--- config.mk ---
export PLATFORM = sky130hd
export DESIGN_NAME = idwt_haar_pipelined
export DESIGN_NICKNAME = d
export VERILOG_FILES = /design/src/rtl/idwt_haar_pipelined_pkg.sv /design/src/rtl/idwt_haar_pipelined_smult_by_181.sv /design/src/rtl/idwt_haar_pipelined.sv
export SDC_FILE = /design/constraint.sdc
export NUM_CORES = 1
export LEC_CHECK = 0
export BUFFER_PORTS_ARGS = -buffer_cell sky130_fd_sc_hd__buf_2
export CAP_MARGIN = 20
export CORE_ASPECT_RATIO = 1.75
export CORE_MARGIN = 2
export CORE_UTILIZATION = 43
export DETAILED_ROUTE_END_ITERATION = 10
export PLACE_DENSITY = 0.76
export SLEW_MARGIN = 20
export SYNTH_ARGS = -nofsm -noshare
export SYNTH_HDL_FRONTEND = slang
export SYNTH_SLANG_ARGS = --single-unit
--- constraint.sdc ---
create_clock -name clk -period 7.01 [get_ports clk]
set_input_delay 1.0515 -clock clk [delete_from_list [all_inputs] [get_ports clk]]
set_output_delay 1.0515 -clock clk [all_outputs]
set_load 0.05 [all_outputs]
--- src/rtl/idwt_haar_pipelined_pkg.sv ---
// Shared constants and controller encoding for the pipelined inverse Haar transform.
// The 1/sqrt(2) scale is Q8 fixed point, so products are shifted right by 8 at store time.
package idwt_haar_pipelined_pkg;

  typedef enum logic [1:0] {
    ST_IDLE  = 2'd0,
    ST_LOAD  = 2'd1,
    ST_DRAIN = 2'd2,
    ST_DONE  = 2'd3
  } state_t;

  localparam int COEF_W       = 16;
  localparam int SUM_W        = COEF_W + 1;
  localparam int PROD_W       = 26;
  localparam int INV_SQRT2_Q8 = 181;

endpackage

--- src/rtl/idwt_haar_pipelined_smult_by_181.sv ---
// Combinational signed multiply by 181 (1/sqrt(2) in Q8) built from shifts and adds.
module smult_by_181
  import idwt_haar_pipelined_pkg::*;
(
  input  logic signed [SUM_W-1:0]  i_x,
  output logic signed [PROD_W-1:0] o_p
);

  logic signed [PROD_W-1:0] w_x;

  assign w_x = {{(PROD_W-SUM_W){i_x[SUM_W-1]}}, i_x};

  // 181 = 128 + 32 + 16 + 4 + 1
  assign o_p = (w_x <<< 7) + (w_x <<< 5) + (w_x <<< 4) + (w_x <<< 2) + w_x;

endmodule

--- src/rtl/idwt_haar_pipelined.sv ---
// One-level inverse Haar DWT: streams N/2 coefficient pairs through a 3-stage pipeline
// (capture, butterfly, scale) and writes each reconstructed sample pair into array_out.
module idwt_haar_pipelined
  import idwt_haar_pipelined_pkg::*;
#(
  parameter int N = 8
) (
  input  logic                       clk,
  input  logic                       rst,
  input  logic                       start,
  input  logic [COEF_W*(N/2)-1:0]    cA_in,
  input  logic [COEF_W*(N/2)-1:0]    cD_in,
  output logic [COEF_W*N-1:0]        array_out,
  output logic                       busy,
  output logic                       done
);

  localparam int NP    = N / 2;
  localparam int IDX_W = (NP > 1) ? $clog2(NP) : 1;

  state_t                    r_state;
  state_t                    w_state_next;
  logic [IDX_W-1:0]          r_cnt;
  logic                      r_busy;
  logic                      r_done;

  logic                      r_v0;
  logic [IDX_W-1:0]          r_i0;
  logic signed [COEF_W-1:0]  r_a0;
  logic signed [COEF_W-1:0]  r_d0;

  logic                      r_v1;
  logic [IDX_W-1:0]          r_i1;
  logic signed [SUM_W-1:0]   r_s1;
  logic signed [SUM_W-1:0]   r_df1;

  logic                      r_v2;
  logic [IDX_W-1:0]          r_i2;
  logic signed [PROD_W-1:0]  r_ps2;
  logic signed [PROD_W-1:0]  r_pd2;

  logic signed [COEF_W-1:0]  w_ca;
  logic signed [COEF_W-1:0]  w_cd;
  logic signed [PROD_W-1:0]  w_ps;
  logic signed [PROD_W-1:0]  w_pd;
  logic                      w_pipe_empty;
  logic                      w_unused;

  assign w_ca         = cA_in[COEF_W*r_cnt +: COEF_W];
  assign w_cd         = cD_in[COEF_W*r_cnt +: COEF_W];
  assign w_pipe_empty = !(r_v0 || r_v1 || r_v2);
  // Only bits [23:8] of each product form a sample; the rest is headroom and fraction.
  assign w_unused     = ^{r_ps2[PROD_W-1:24], r_ps2[7:0], r_pd2[PROD_W-1:24], r_pd2[7:0]};

  always_comb begin
    w_state_next = r_state;
    case (r_state)
      ST_IDLE:  if (start) w_state_next = ST_LOAD;
      ST_LOAD:  if (r_cnt == IDX_W'(NP - 1)) w_state_next = ST_DRAIN;
      ST_DRAIN: if (w_pipe_empty) w_state_next = ST_DONE;
      ST_DONE:  if (!start) w_state_next = ST_IDLE;
      default:  w_state_next = ST_IDLE;
    endcase
  end

  always_ff @(posedge clk or posedge rst) begin
    if (rst) begin
      r_state <= ST_IDLE;
      r_cnt   <= '0;
      r_busy  <= 1'b0;
      r_done  <= 1'b0;
    end else begin
      r_state <= w_state_next;
      r_busy  <= (w_state_next == ST_LOAD) || (w_state_next == ST_DRAIN);
      r_done  <= (w_state_next == ST_DONE);
      if (r_state == ST_LOAD) r_cnt <= r_cnt + 1'b1;
      else                    r_cnt <= '0;
    end
  end

  smult_by_181 u_mult_s (.i_x(r_s1),  .o_p(w_ps));
  smult_by_181 u_mult_d (.i_x(r_df1), .o_p(w_pd));

  // Each stage carries its pair index so the store never depends on controller timing.
  always_ff @(posedge clk or posedge rst) begin
    if (rst) begin
      r_v0  <= 1'b0;
      r_i0  <= '0;
      r_a0  <= '0;
      r_d0  <= '0;
      r_v1  <= 1'b0;
      r_i1  <= '0;
      r_s1  <= '0;
      r_df1 <= '0;
      r_v2  <= 1'b0;
      r_i2  <= '0;
      r_ps2 <= '0;
      r_pd2 <= '0;
    end else begin
      r_v0 <= (r_state == ST_LOAD);
      if (r_state == ST_LOAD) begin
        r_i0 <= r_cnt;
        r_a0 <= w_ca;
        r_d0 <= w_cd;
      end
      r_v1  <= r_v0;
      r_i1  <= r_i0;
      r_s1  <= {r_a0[COEF_W-1], r_a0} + {r_d0[COEF_W-1], r_d0};
      r_df1 <= {r_a0[COEF_W-1], r_a0} - {r_d0[COEF_W-1], r_d0};
      r_v2  <= r_v1;
      r_i2  <= r_i1;
      r_ps2 <= w_ps;
      r_pd2 <= w_pd;
    end
  end

  genvar gi;
  generate
    for (gi = 0; gi < NP; gi++) begin : g_pair
      logic [COEF_W-1:0] r_lo;
      logic [COEF_W-1:0] r_hi;

      always_ff @(posedge clk or posedge rst) begin
        if (rst) begin
          r_lo <= '0;
          r_hi <= '0;
        end else if (r_v2 && (r_i2 == IDX_W'(gi))) begin
          r_lo <= r_ps2[23:8];
          r_hi <= r_pd2[23:8];
        end
      end

      assign array_out[2*COEF_W*gi          +: COEF_W] = r_lo;
      assign array_out[2*COEF_W*gi + COEF_W +: COEF_W] = r_hi;
    end
  endgenerate

  assign busy = r_busy;
  assign done = r_done;

endmodule

==> results.sh <==
export IMPL_die_width_um=142.2
export IMPL_ys_seq_elements=240
export IMPL_r2r_slack_ns=2.73
export IMPL_cp_arrival_ns=4.67
export IMPL_num_antenna_cells=0
export IMPL_fp_coreArea_um2=32920
export IMPL_layout_nets=1775
export IMPL_ys_dominant_reg_cell="dfrtp_1"
export IMPL_gr_total_overflow=0
export IMPL_postLayoutCellArea_um2=16830
export IMPL_finalNonFillerCells=1884
export IMPL_reg2reg_depth=15
export IMPL_cp_max_fo=5
export IMPL_fmax_mhz=233.7
export IMPL_cts_tree="done"
export IMPL_dpl_cell_area_um2=16100
export IMPL_track_usage_pct=17.25
export IMPL_post_cts_buffers=0
export IMPL_grt_pass1_vias=10360
export IMPL_dp_hpwl_mm=23.36
export IMPL_grt_max_degree=161
export IMPL_clk_pin_slew_ns=0.07
export IMPL_setup_violations=0
export IMPL_holdPathEnd="r_i2[1]$_DFF_PP0_"
export IMPL_cts_hold_buf=0
export IMPL_place_inst=1845
export IMPL_fin_skew_ns=0.01234
export IMPL_port_buffers=260
export IMPL_wl_met2_mm=16.44
export IMPL_clock_sinks=240
export IMPL_syn_area_um2=14360
export IMPL_worstSetupStartpointType="flip-flop"
export IMPL_drive_gt1_share_pct=33.06
export IMPL_reg2reg_from="r_s1[7]$_DFF_PP0_"
export IMPL_rsz0062_at_grt="no"
export IMPL_critical_path_endpoint_type="flip-flop"
export IMPL_finalSetupTns_ns=0
export IMPL_avgSynthCellArea_um2=11.86
export IMPL_numCtsBuffers=22
export IMPL_drv_slew=0
export IMPL_start_util_pct=43.63
export IMPL_worstReg2RegEnd="r_ps2[23]$_DFF_PP0_"
export IMPL_clock_latency_ns=0.52
export IMPL_register_area_um2=6007
export IMPL_drc_errors=0
export IMPL_hold_path_class="flip-flop to flip-flop"
export IMPL_ant_nets=0
export IMPL_synth_warnings=0
export IMPL_post_route_period_util_pct=61.03
export IMPL_n_fill_cell=2850
export IMPL_cts_root_buf="clkbuf_16"
export IMPL_top_layer="met4"
export IMPL_hp_start="r_i1[1]$_DFF_PP0_"
export IMPL_cts_htree_levels=1
export IMPL_crit_chain="inv_1 -> fa_1 -> inv_1 -> fa_1 -> inv_1 -> fa_1 -> inv_1 -> ha_1 -> a21o_1 -> a21o_1 -> a221oi_2 -> nor2b_1 -> a311oi_1 -> o21ai_1 -> xor2_1"
export IMPL_synth_edff_count=0
export IMPL_syn_nets=1522
export IMPL_multi_input_area_um2=7461
export IMPL_drt_pass1_iterations=4
export IMPL_whs_path_depth=0
export IMPL_clockBufferDepth=3
export IMPL_slowest_stage="fa_1"
export IMPL_syn_inst=1211
export IMPL_grt_pass1_wl_mm=49.13
export IMPL_wl_mm=29.68
export IMPL_async_flop_share_pct=100.0
export IMPL_crit_path_frequent_cell="inv_1"
export IMPL_antenna_found_initial=0
export IMPL_maxCapViolCount=0
export IMPL_dr_wl_met3_mm=1.262
export IMPL_finalWorstPathRequiredPeriod_ns=4.278
export IMPL_globalplace_congestion=0.8291
export IMPL_post_drt_wl_per_cell_um=15.75
export IMPL_area_delta_synth_final_pct=17.19
export IMPL_cp_required_ns=7.40
export IMPL_viasPerCell=5.107
export IMPL_hold_viol=0
export IMPL_die_area_um2=34940
export IMPL_max_stage_delay_ns=0.56
export IMPL_crit_type="flip-flop to flip-flop"
export IMPL_cts_resized=0
export IMPL_vias=9622
export IMPL_ioPinCount=261
export IMPL_drt_initial_drc_count=303
export IMPL_synth_cell_types=66
export IMPL_run_status="finished, final reports clean"
export IMPL_relSlewSlack_pct=34.63
export IMPL_yosysSeqAreaShare_pct=41.82
export IMPL_wl_met1_mm=11.01
export IMPL_num_rows=88
export IMPL_die_y_um=245.8
export IMPL_worst_slew_pin_slew_ns=0.9805
[synthesized netlist by cell type, drive strengths merged, types with 15 or more instances]
cell	count	area share, %
mux2	128	10
xor2	22	1.3
mux4	32	5.0
clkbuf	27	0.71
nand3	15	0.52
ha	94	8.2
xnor2	25	1.5
o21ai	47	1.7
dfrtp	240	42
fa	86	12
nor2	33	0.86
nand2	84	2.2
inv	201	5.3
a21oi	36	1.3
a21o	15	0.78
[worst max path at each step]
stage	from	endpoint	slack, ns	cells past startpoint
after global placement	r_s1[7]$_DFF_PP0_	r_ps2[23]$_DFF_PP0_	2.85	15
after detailed placement	r_s1[7]$_DFF_PP0_	r_ps2[23]$_DFF_PP0_	2.74	15
final	r_s1[7]$_DFF_PP0_	r_ps2[23]$_DFF_PP0_	2.73	15
after floorplan	rst	busy$_DFF_PP0_	2.81	1
after global routing	r_df1[0]$_DFF_PP0_	r_pd2[22]$_DFF_PP0_	2.48	13
after CTS	r_s1[7]$_DFF_PP0_	r_ps2[23]$_DFF_PP0_	2.72	15
[cells by family (layout without fill, tap and decap cells)]
kind of cell / after synthesis / after routing / share of synthesized area, %
buffers and inverters: 239 / 507 / 6.307
adder cells (fa/ha/maj): 180 / 180 / 20.18
multiplexers: 161 / 161 / 15.12
AND/OR/NAND/NOR: 190 / 190 / 6.159
XOR/XNOR: 47 / 47 / 2.866
AO/OA/AOI/OAI: 154 / 154 / 7.553
flip-flops: 240 / 240 / 41.82
[registers in the layout, indices dropped and copies added, names as in the netlist, 16 cells and up]
register     cells
g_pair.r_hi     64
g_pair.r_lo     64
r_df1           17
r_a0            16
r_d0            16
r_pd2           16
r_ps2           16
r_s1            16
[metal layers]
| metal | up-vias | GRT usage [%] |
|---|---|---|
| met2 | 278 | 33.82 |
| li1 | 4550 | - |
| met4 | 0 | 6.324 |
| met5 | - | 0 |
| met3 | 57 | 2.064 |
| met1 | 4737 | 18.56 |
[metrics by stage]
step           hold WS [ns]  worst slack, ns  util (%)
6_report             0.3547            2.732     51.13
5_1_grt              0.3601            2.483     51.13
4_1_cts              0.3557            2.716     51.13
3_5_place_dp         0.3411            2.742     48.90
3_3_place_gp         0.3380            2.851     48.90
2_1_floorplan        0.3312            2.811         -
[layout by cell type (no fill, tap or decap), drive strengths merged, types with 33 or more instances in the layout]
| master | n |
|---|---|
| nor2 | 33 |
| fa | 86 |
| mux2 | 128 |
| inv | 204 |
| nand2 | 84 |
| a21oi | 36 |
| o21ai | 47 |
| dfrtp | 240 |
| buf | 267 |
| ha | 94 |
[area by class of cell]
type	instances	share of cell area, %
timing repair buffer	267	8.118
sequential	240	35.69
inverter	201	4.505
tap	405	3.011
clock inverter	15	0.9069
clock buffer	24	3.442
multi-input combinational	732	44.33
[critical path, delay by kind of cell (launching register included)]
family | cells | cell delay (ns)
adders and majority gates | 4 | 1.90
xor gates and xnor gates | 1 | 0.17
AOI/OAI and AO/OA | 5 | 1.28
DFF | 1 | 0.42
and+or+nand+nor | 1 | 0.09
buffers and inverters | 4 | 0.28
Power is not shown: default switching activity piles up to over one toggle a cycle in this logic, so the estimate is an artifact.
